--- src/rtl/link_rx_buffer.sv ---
// link_rx_buffer: receive-side first-word-fall-through FIFO for one link
// of the instruction interconnect. Words that arrive while the FIFO is full
// are discarded, and the sticky overflow flag and saturating drop counter
// record the loss.
module link_rx_buffer #(
    parameter int width       = 32,
    parameter int depth       = 4,
    parameter int afull_level = 3
) (
    input  logic                   clk,
    input  logic                   reset_n,
    input  logic                   check,
    input  logic [width-1:0]       in_instr,
    input  logic                   out_ready,
    input  logic                   clear_ovf,
    output logic                   out_valid,
    output logic [width-1:0]       out_instr,
    output logic [$clog2(depth):0] count,
    output logic                   almost_full,
    output logic                   overflow,
    output logic [7:0]             drop_count
);

    localparam int AW = $clog2(depth);
    localparam int CW = AW + 1;

    logic [width-1:0] mem [depth];
    logic [AW-1:0]    rd_ptr;
    logic [AW-1:0]    wr_ptr;
    logic             full;
    logic             pop;
    logic             push;
    logic             drop;

    // A pop at the same edge frees a slot, so a full FIFO still accepts
    // the incoming word. Only a full FIFO with no pop drops the word.
    assign full        = (count == CW'(depth));
    assign out_valid   = (count != '0);
    assign pop         = out_valid && out_ready;
    assign push        = check && (!full || pop);
    assign drop        = check && full && !pop;
    assign almost_full = (count >= CW'(afull_level));
    assign out_instr   = out_valid ? mem[rd_ptr] : '0;

    // Storage write. The memory is not reset, because count gates every read.
    always_ff @(posedge clk) begin
        if (push) begin
            mem[wr_ptr] <= in_instr;
        end
    end

    // Pointers and occupancy. The pointers wrap naturally because depth is
    // a power of two.
    always_ff @(posedge clk or negedge reset_n) begin
        if (!reset_n) begin
            rd_ptr <= '0;
            wr_ptr <= '0;
            count  <= '0;
        end else begin
            if (push) begin
                wr_ptr <= wr_ptr + AW'(1);
            end
            if (pop) begin
                rd_ptr <= rd_ptr + AW'(1);
            end
            if (push && !pop) begin
                count <= count + CW'(1);
            end else if (pop && !push) begin
                count <= count - CW'(1);
            end
        end
    end

    // Drop bookkeeping. A drop in the same cycle as a clear wins, so the
    // lost word is never forgotten.
    always_ff @(posedge clk or negedge reset_n) begin
        if (!reset_n) begin
            overflow   <= 1'b0;
            drop_count <= '0;
        end else if (drop) begin
            overflow <= 1'b1;
            if (clear_ovf) begin
                drop_count <= 8'd1;
            end else if (drop_count != 8'hFF) begin
                drop_count <= drop_count + 8'd1;
            end
        end else if (clear_ovf) begin
            overflow   <= 1'b0;
            drop_count <= '0;
        end
    end

endmodule

--- config.mk ---
export PLATFORM = sky130hd
export DESIGN_NAME = link_rx_buffer
export DESIGN_NICKNAME = d
export VERILOG_FILES = /design/src/rtl/link_rx_buffer.sv
export SDC_FILE = /design/constraint.sdc
export NUM_CORES = 1
export LEC_CHECK = 0
export ABC_AREA = 1
export BUFFER_PORTS_ARGS = -buffer_cell sky130_fd_sc_hd__buf_2
export CAP_MARGIN = 40
export CELL_PAD_IN_SITES_DETAIL_PLACEMENT = 0
export CELL_PAD_IN_SITES_GLOBAL_PLACEMENT = 1
export CORE_ASPECT_RATIO = 1.1
export CORE_MARGIN = 10
export CORE_UTILIZATION = 45
export CTS_CLUSTER_SIZE = 8
export DETAILED_ROUTE_END_ITERATION = 12
export GPL_TIMING_DRIVEN = 0
export PLACE_DENSITY = 0.84
export SYNTH_ARGS = -nofsm -noshare
export SYNTH_HDL_FRONTEND = slang
export SYNTH_SLANG_ARGS = --single-unit
--- constraint.sdc ---
create_clock -name clk -period 3.2 [get_ports clk]
set_clock_uncertainty 0.1 [all_clocks]
set_input_delay 0.48 -clock clk [delete_from_list [all_inputs] [get_ports clk]]
set_output_delay 0.48 -clock clk [all_outputs]
set_load 0.01 [all_outputs]
### Word level (Yosys, flattened, before mapping)

Memory sizes are Yosys's and may differ from the RTL's.
Cells that the tools add are included.

* $add $sub $neg: 5
* order comparisons: 1
* equality and inequality tests: 2
* multiplexer cells: 11
* reduce and logical (&&, ||, !) cells: 15

Operators by type and width (number)
* $mux W32: 1
* $mux W8: 4
* $add A8 B1 Y8 const B: 1
* $ne A8 B8 Y1 const B: 1
* $logic_and A1 B1 Y1: 6
* $mux W3: 2
* $reduce_bool A2 Y1: 3
* $add A2 B1 Y2 const B: 2
* $mux W1: 4
* $add A3 B1 Y3 const B: 1
* $eq A3 B3 Y1 const B: 1
* $ge A3 B2 Y1 const B: 1
* $logic_not A1 Y1: 3
* $reduce_bool A3 Y1: 1
* $sub A3 B1 Y3 const B: 1
* $reduce_and A2 Y1: 1
* $logic_or A1 B1 Y1: 1

* register bits after elaboration: 16
* bits in writable memories: 128
* output and inout port bits: 46
* logic and storage cells: 40
* memories kept: 1

Memories
* mem: depth 4, width 32, read ports 1, clocked after memory_dff 0, wr ports 1, RTL line 27 `logic [width-1:0] mem [depth];`

### Depth between registers and ports, before layout

Gate-level depths: netlist of the first run.

* depth in word-level cells: 8
* gate-level depth with buffers: 11
* mapped depth without buffers: 11

### Worst setup path after synthesis of the first run

OpenSTA, ideal clock, no wires.

* kind: register to register
* start point: reg count[2]
* end point: mem mem[0][0] (enable)
* data arrival time: 2114 ps
* required time: 2679 ps
* path slack: 564 ps
* cell stages (with the launch flop): 6
* buffers on the path: 0
* clock period less this slack: 2636 ps
* cell sequence: dfrtp_1 -> inv_1 -> nor2_1 -> nand2_1 -> nand2_1 -> nor2_1

* longest elaborated chain between the ends: 6
* elaborated cells on any way between the ends: 8
* those cells by class: eq/ne: 1; mux: 2; reduce/logical: 5

RTL lines
* start: declaration: RTL line 18 `output logic [$clog2(depth):0] count,`
* start signal: assignment: RTL line 67 `count <= count + CW'(1);`
* start signal: assignment: RTL line 69 `count <= count - CW'(1);`
* $eq A3 B3 Y1 / $reduce_bool A3 Y1 (equally long branches): RTL line 37, 38
* $logic_not A1 Y1 / $logic_and A1 B1 Y1 (equally long branches): RTL line 40, 39
* $logic_or A1 B1 Y1 (*): RTL line 40 `assign push = check && (!full || pop);`
* $logic_and A1 B1 Y1 (*): RTL line 40
* $mux W1 (*): RTL line 47 `if (push) begin`
* $mux W1 (implied by the code) (*): RTL line 48 `mem[wr_ptr] <= in_instr;`
* end: declaration: RTL line 27

Mark *: on every way between the ends. The rest lies on a longest branch, timed or not.

### Final worst setup path of the first run

* start point: reg count[0]
* end point: out out_instr[1]

* longest elaborated chain between the ends: 2

RTL lines
* $reduce_bool A3 Y1: RTL line 38 `assign out_valid = (count != '0);`
* $mux W32: RTL line 43 `assign out_instr = out_valid ? mem[rd_ptr] : '0;`
* end: declaration: RTL line 17 `output logic [width-1:0] out_instr,`

No other way between the ends.

==> flow_summary.toml, run 1 <==
[run_status]
status = "finished, final reports clean"

[layout]
layout-drive-gt1-share_pct = 23.2
area_growth_pct = 22.5
diodes = 0
post-route-util_pct = 56.8
nets = 651
finish.instance_area_sq_um = 7240

[sta]
max_slew.worst_pin.slew_ps = 636
relSlewSlack_pct = 57.5
setup_violations = 0
drv_slew = 0
fin_crit_ps = 2500
min_period_over_period_pct = 78.1
fmax_mhz = 400
holdWs_ps = 181
hold_viol_final = 0
rsz0062_at_grt = "false"

[global_route]
grt_use_total_pct = 15.2
grt_start_max_net_pins = 20
grt_antenna_before_repair = 1
grt_pass1_vias = 4087
overflow = 0
grt_first_pass_wirelength_mm = 20.9

[critical_path]
r2r-start = "count[0]$_DFFE_PN0P_"
setup.worst_path.start_class = "flop"
reg2reg_depth = 8
critPathArrivalTime_ps = 1920
endpoint_kind = "output port"
crit_type = "reg2out"
crit_fanout = 10
rrSetupSlack_ps = 820
r2r-end = "count[1]$_DFFE_PN0P_"
worstPathRequired_ps = 2620

[clock_tree]
clk_latency_ps = 410
ctsResizeCount = 0
cts.sinks = 144
ctsHtreeMaxLevel = 4
cts_tree = "built"
clk_pin_slew_ps = 60
clock_path_buffers = 2
cts-root-buf = "clkbuf_16"
numCtsBuffers = 17

[detailed_routing]
via_per_inst = 5.18
drtIter0Drc = 313
drcViolationCount = 0
final_antenna_net_count = 0
drt_pass1_iterations = 5
vias = 4026
wl_per_cell_um = 17.3
finalWirelength_mm = 13.4

[synth]
yosys_register_bits = 144
synth_common_cells = "143 x nor2_1, 128 x edfxtp_1, 55 x o21ai_1, 36 x nand2_1, 35 x a21oi_1"
synth-edff-count = 128
synthCells = 501
avgSynthCellArea_sq_um = 11.8
ys_top_cells_by_area = "edfxtp_1 65%, nor2_1 9.1%, dfrtp_1 6.8%"
synth_most_common_cell = "nor2_1"
synth_top_area_share_pct = 65.0
ys_seq_area_share_pct = 71.8
synth_nets = 545
synth_ff_type = "edfxtp_1"
yosysTopAreaCell = "edfxtp_1"
netlist_area_sq_um = 5910
synth.distinct_cells = 25
async_reset_ff_share_pct = 11.1
ys_warn_count = 0

[worst_hold_path]
hold_end = "mem[3][26]$_DFFE_PP_"
worstHoldStart = "in_instr[26]"
holdCritPathClass = "in2reg"
hold_path_depth = 1

[placed_design]
dp_hpwl_mm = 8.74
portBuffers = 82
dpl_cell_area_sq_um = 6660
gp_congestion = 0.829

[floorplanning]
rows = 43
die_h_um = 140
die_area_sq_um = 18100
ios = 83
die_w_um = 129
start_util_pct = 46.4
core_sq_um = 12800

[pwr]
power_mw = 7.09
power_per_cell_area_nw_per_um2 = 978
p_leak_nw = 2.77
ir_worst_vdd_uv = 343

[flow_run]
drv_cap = 0
-- layout make-up --
cell class / count / area [sq um]
inverters: 20 / 75.1
well taps: 157 / 196
plain buffers: 24 / 158
clock buffers: 25 / 485
multi-input cells: 313 / 1470
clock inverters: 7 / 86.3
flip-flops and latches: 144 / 4240
fillers: 1036 / 5510
repair buffers: 87 / 531
-- worst max-delay path by stage --
stage                              start                    to  slack, ps
detailed placement             out_ready  count[1]$_DFFE_PN0P_        690
CTS                 count[0]$_DFFE_PN0P_          out_instr[1]        670
finish              count[0]$_DFFE_PN0P_          out_instr[1]        700
global placement               out_ready  mem[0][18]$_DFFE_PP_       -650
global route        count[0]$_DFFE_PN0P_          out_instr[1]        540
floorplan           count[2]$_DFFE_PN0P_   mem[0][0]$_DFFE_PP_        560
-- power breakdown --
group | switching, mW | leakage (nW) | internal (mW)
clock network | 0.677 | 0.279 | 1.20
logic | 1.68 | 1.11 | 0.966
registers | 0.113 | 1.38 | 2.45
total | 2.47 | 2.77 | 4.62
-- critical path: stages, from the launching register on --
cell and delay [ps]:
dfrtp_1 470, nor2_2 180, nand2_1 130, inv_1 180, buf_2 290, a21oi_1 110
buf_2 150
-- cells by family after synthesis --
kind of cell	Yosys count	share of synthesized area (%)
compound gates	110	9.35
xor+xnor	5	0.741
fa+ha+maj	7	1.61
buf+inv	44	3.93
flops	144	71.8
mux	1	0.190
simple gates	190	12.4
-- sequential cells by signal (all words and copies together) (netlist names) --
signal and cells:
count 3, drop_count 8, mem 128, overflow 1, rd_ptr 2, wr_ptr 2
-- metrics by stage --
step / worst slack, ps / instances / setup TNS (ps)
2_1_floorplan: 564 / 501 / 0
3_5_place_dp: 692 / 744 / 0
6_report: 700 / 777 / 0
3_3_place_gp: -646 / 740 / -79300
4_1_cts: 670 / 777 / 0
5_1_grt: 544 / 777 / 0
-- layout by cell type (no fill, tap or decap), types with 6 or more instances in the layout --
| cell | instances |
|---|---|
| nor2_1 | 139 |
| edfxtp_1 | 128 |
| buf_2 | 92 |
| o21ai_1 | 55 |
| nand2_1 | 36 |
| a21oi_1 | 35 |
| o21ai_0 | 19 |
| inv_1 | 18 |
| clkbuf_16 | 17 |
| dfrtp_1 | 16 |
| clkbuf_1 | 7 |
| buf_6 | 6 |
| ha_1 | 6 |
-- routing by layer --
layer	GRT usage [%]	part of all wire, %
met1	17.2	40
met2	25.6	51
met3	5.25	7.4
met4	6.05	1.6
met5	0	0.052
-- repair_timing --
action	CTS	global route
endpoints found under the hold margin	16	0
hold buffers	1	0
buffers inserted	0	0
(Power assumes the default switching activity.)
==> inputs of run 2 (changes only) <==
Clock period 3.2 ns to 2.46 ns, I/O delays scaled along.
==> run 2 against run 1 <==
Against the previous run:
- register-to-register slack lost 560 ps
- largest power group unchanged
- count of clock-buffer cells in the layout unchanged
- routed wire length decreased by 0.23%
- first-iteration DRC count rose by 0.64%
- clock power rose by 30%
- cell count is the same
- utilization up 0.069 points
- sequential share of layout area fell by 0.054 points
- total power grew 30%
==> flow_summary.toml, run 2 (synthesis gave the netlist of run 1 again) <==
[sta]
drv_slew = 0
rsz0062_at_grt = "false"
timing.final.ws_setup_ps = 152
setup_violations = 0
max_slew.worst_pin.slew_ps = 642
fin_crit_ps = 2310
min_period_over_period_pct = 93.8
hold_viol_final = 0
relSlewSlack_pct = 57.1
fmax_mhz = 433

[layout]
nets = 651
seq_area_sq_um = 4250
diodes = 0
largest_reg_flops = 128
fillers = 1037
final_cell_mix = "139 x nor2_1, 128 x edfxtp_1, 92 x buf_2"
largestRegisters = "mem (128), drop_count (8), count (3)"
layout_commonest_cell = "nor2_1"
post-route-util_pct = 56.9
final_cells = 777
multi_input_area_sq_um = 1470
top_register = "mem"
area_growth_pct = 22.6
layout-drive-gt1-share_pct = 24.0

[detailed_routing]
via_per_inst = 5.16
vias = 4006
drcViolationCount = 0
finalWirelength_mm = 13.4
final_antenna_net_count = 0
drt_pass1_iterations = 5
drtIter0Drc = 315
wl_per_cell_um = 17.2

[placed_design]
place_ws_ps = 56.7
dp_hpwl_mm = 8.74
gp_congestion = 0.829
dpl.cell_count = 744
portBuffers = 82

[critical_path]
crit_end = "out_instr[0]"
r2r-end = "count[1]$_DFFE_PN0P_"
r2r-start = "count[0]$_DFFE_PN0P_"
crit_fanout = 10
crit_start = "rd_ptr[0]$_DFFE_PN0P_"
endpoint_kind = "output port"
setup.worst_path.start_class = "flop"
reg2reg_depth = 8
critPathArrivalTime_ps = 1840
rrSetupSlack_ps = 260
worstPathRequired_ps = 1990
crit_type = "reg2out"

[pwr]
power_mw = 9.23
ir_worst_vdd_uv = 448
power_per_cell_area_nw_per_um2 = 1270
p_leak_nw = 2.77

[clock_tree]
clock_path_buffers = 2
ctsHtreeMaxLevel = 4
numCtsBuffers = 17
cts-root-buf = "clkbuf_16"
cts_setup_buffers = 0
clk_pin_slew_ps = 60
cts_tree = "built"
clk_latency_ps = 410
cts.sinks = 144

[global_route]
grt_antenna_before_repair = 1
grt_start_max_net_pins = 20
overflow = 0
grt_use_total_pct = 15.2
grt_first_pass_wirelength_mm = 20.9
grt_pass1_vias = 4087

[floorplanning]
die_w_um = 129
rows = 43
ios = 83
die_area_sq_um = 18100
core_sq_um = 12800
die_h_um = 140
start_util_pct = 46.4

[worst_hold_path]
hold_path_depth = 1
holdCritPathClass = "in2reg"

[flow_run]
drv_cap = 0

[run_status]
status = "finished, final reports clean"
## run 2: cell counts in the layout (fill, tap and decap cells not counted)
No cell type changed its count.
## run 2: final cells by class
cell class              instances  area share [%]
inverters                      20            1.04
clock buffers                  25            6.69
repair buffers                 87            7.32
well taps                     157            2.71
clock inverters                 7            1.19
flip-flops and latches        144            58.5
multi-input cells             313            20.3
plain buffers                  24            2.24
## run 2: worst min-delay path by stage
stage                 start                         to  slack, ps
2_1_floorplan       reset_n       count[0]$_DFFE_PN0P_        -30
3_3_place_gp        reset_n  drop_count[7]$_DFFE_PN0P_        210
3_5_place_dp        reset_n       overflow$_DFFE_PN0P_        210
4_1_cts         in_instr[2]        mem[2][2]$_DFFE_PP_         50
5_1_grt         in_instr[2]        mem[2][2]$_DFFE_PP_         60
6_report       in_instr[26]       mem[3][26]$_DFFE_PP_         70
## run 2: repair_timing
action,CTS,global route
setup endpoints to repair,0,34
hold buffers,1,0
endpoints found under the hold margin,16,0
gates resized for setup,0,9
## run 2: routing by layer
metal  track usage, %  vias up  wire length, um
li1                 -     1945                -
met1             17.2     1917             5370
met2             25.6      124             6830
met3             5.25       18              981
met4             6.05        2              184
met5                0        -                7
## run 2: report_power, final
part	internal, mW	switching [mW]	leakage (nW)
combinational	1.27	2.18	1.11
sequential	3.19	0.145	1.38
clock	1.56	0.883	0.279
total	6.02	3.21	2.77
## run 2: stage by stage
step	hold WS [ps]	TNS [ps]	cell area, sq um
floorplan	-26.6	-22480	5910
global placement	209	-163550	6520
detailed placement	214	0	6660
CTS	54.0	0	7240
global route	58.9	0	7250
finish	69.8	0	7250
## run 2: critical path, cell delays in order, from the launching register on
cell and delay, ps:
dfrtp_1 410, inv_2 70, buf_4 160, buf_2 260
o21ai_1 100, a21oi_1 230, buf_2 190
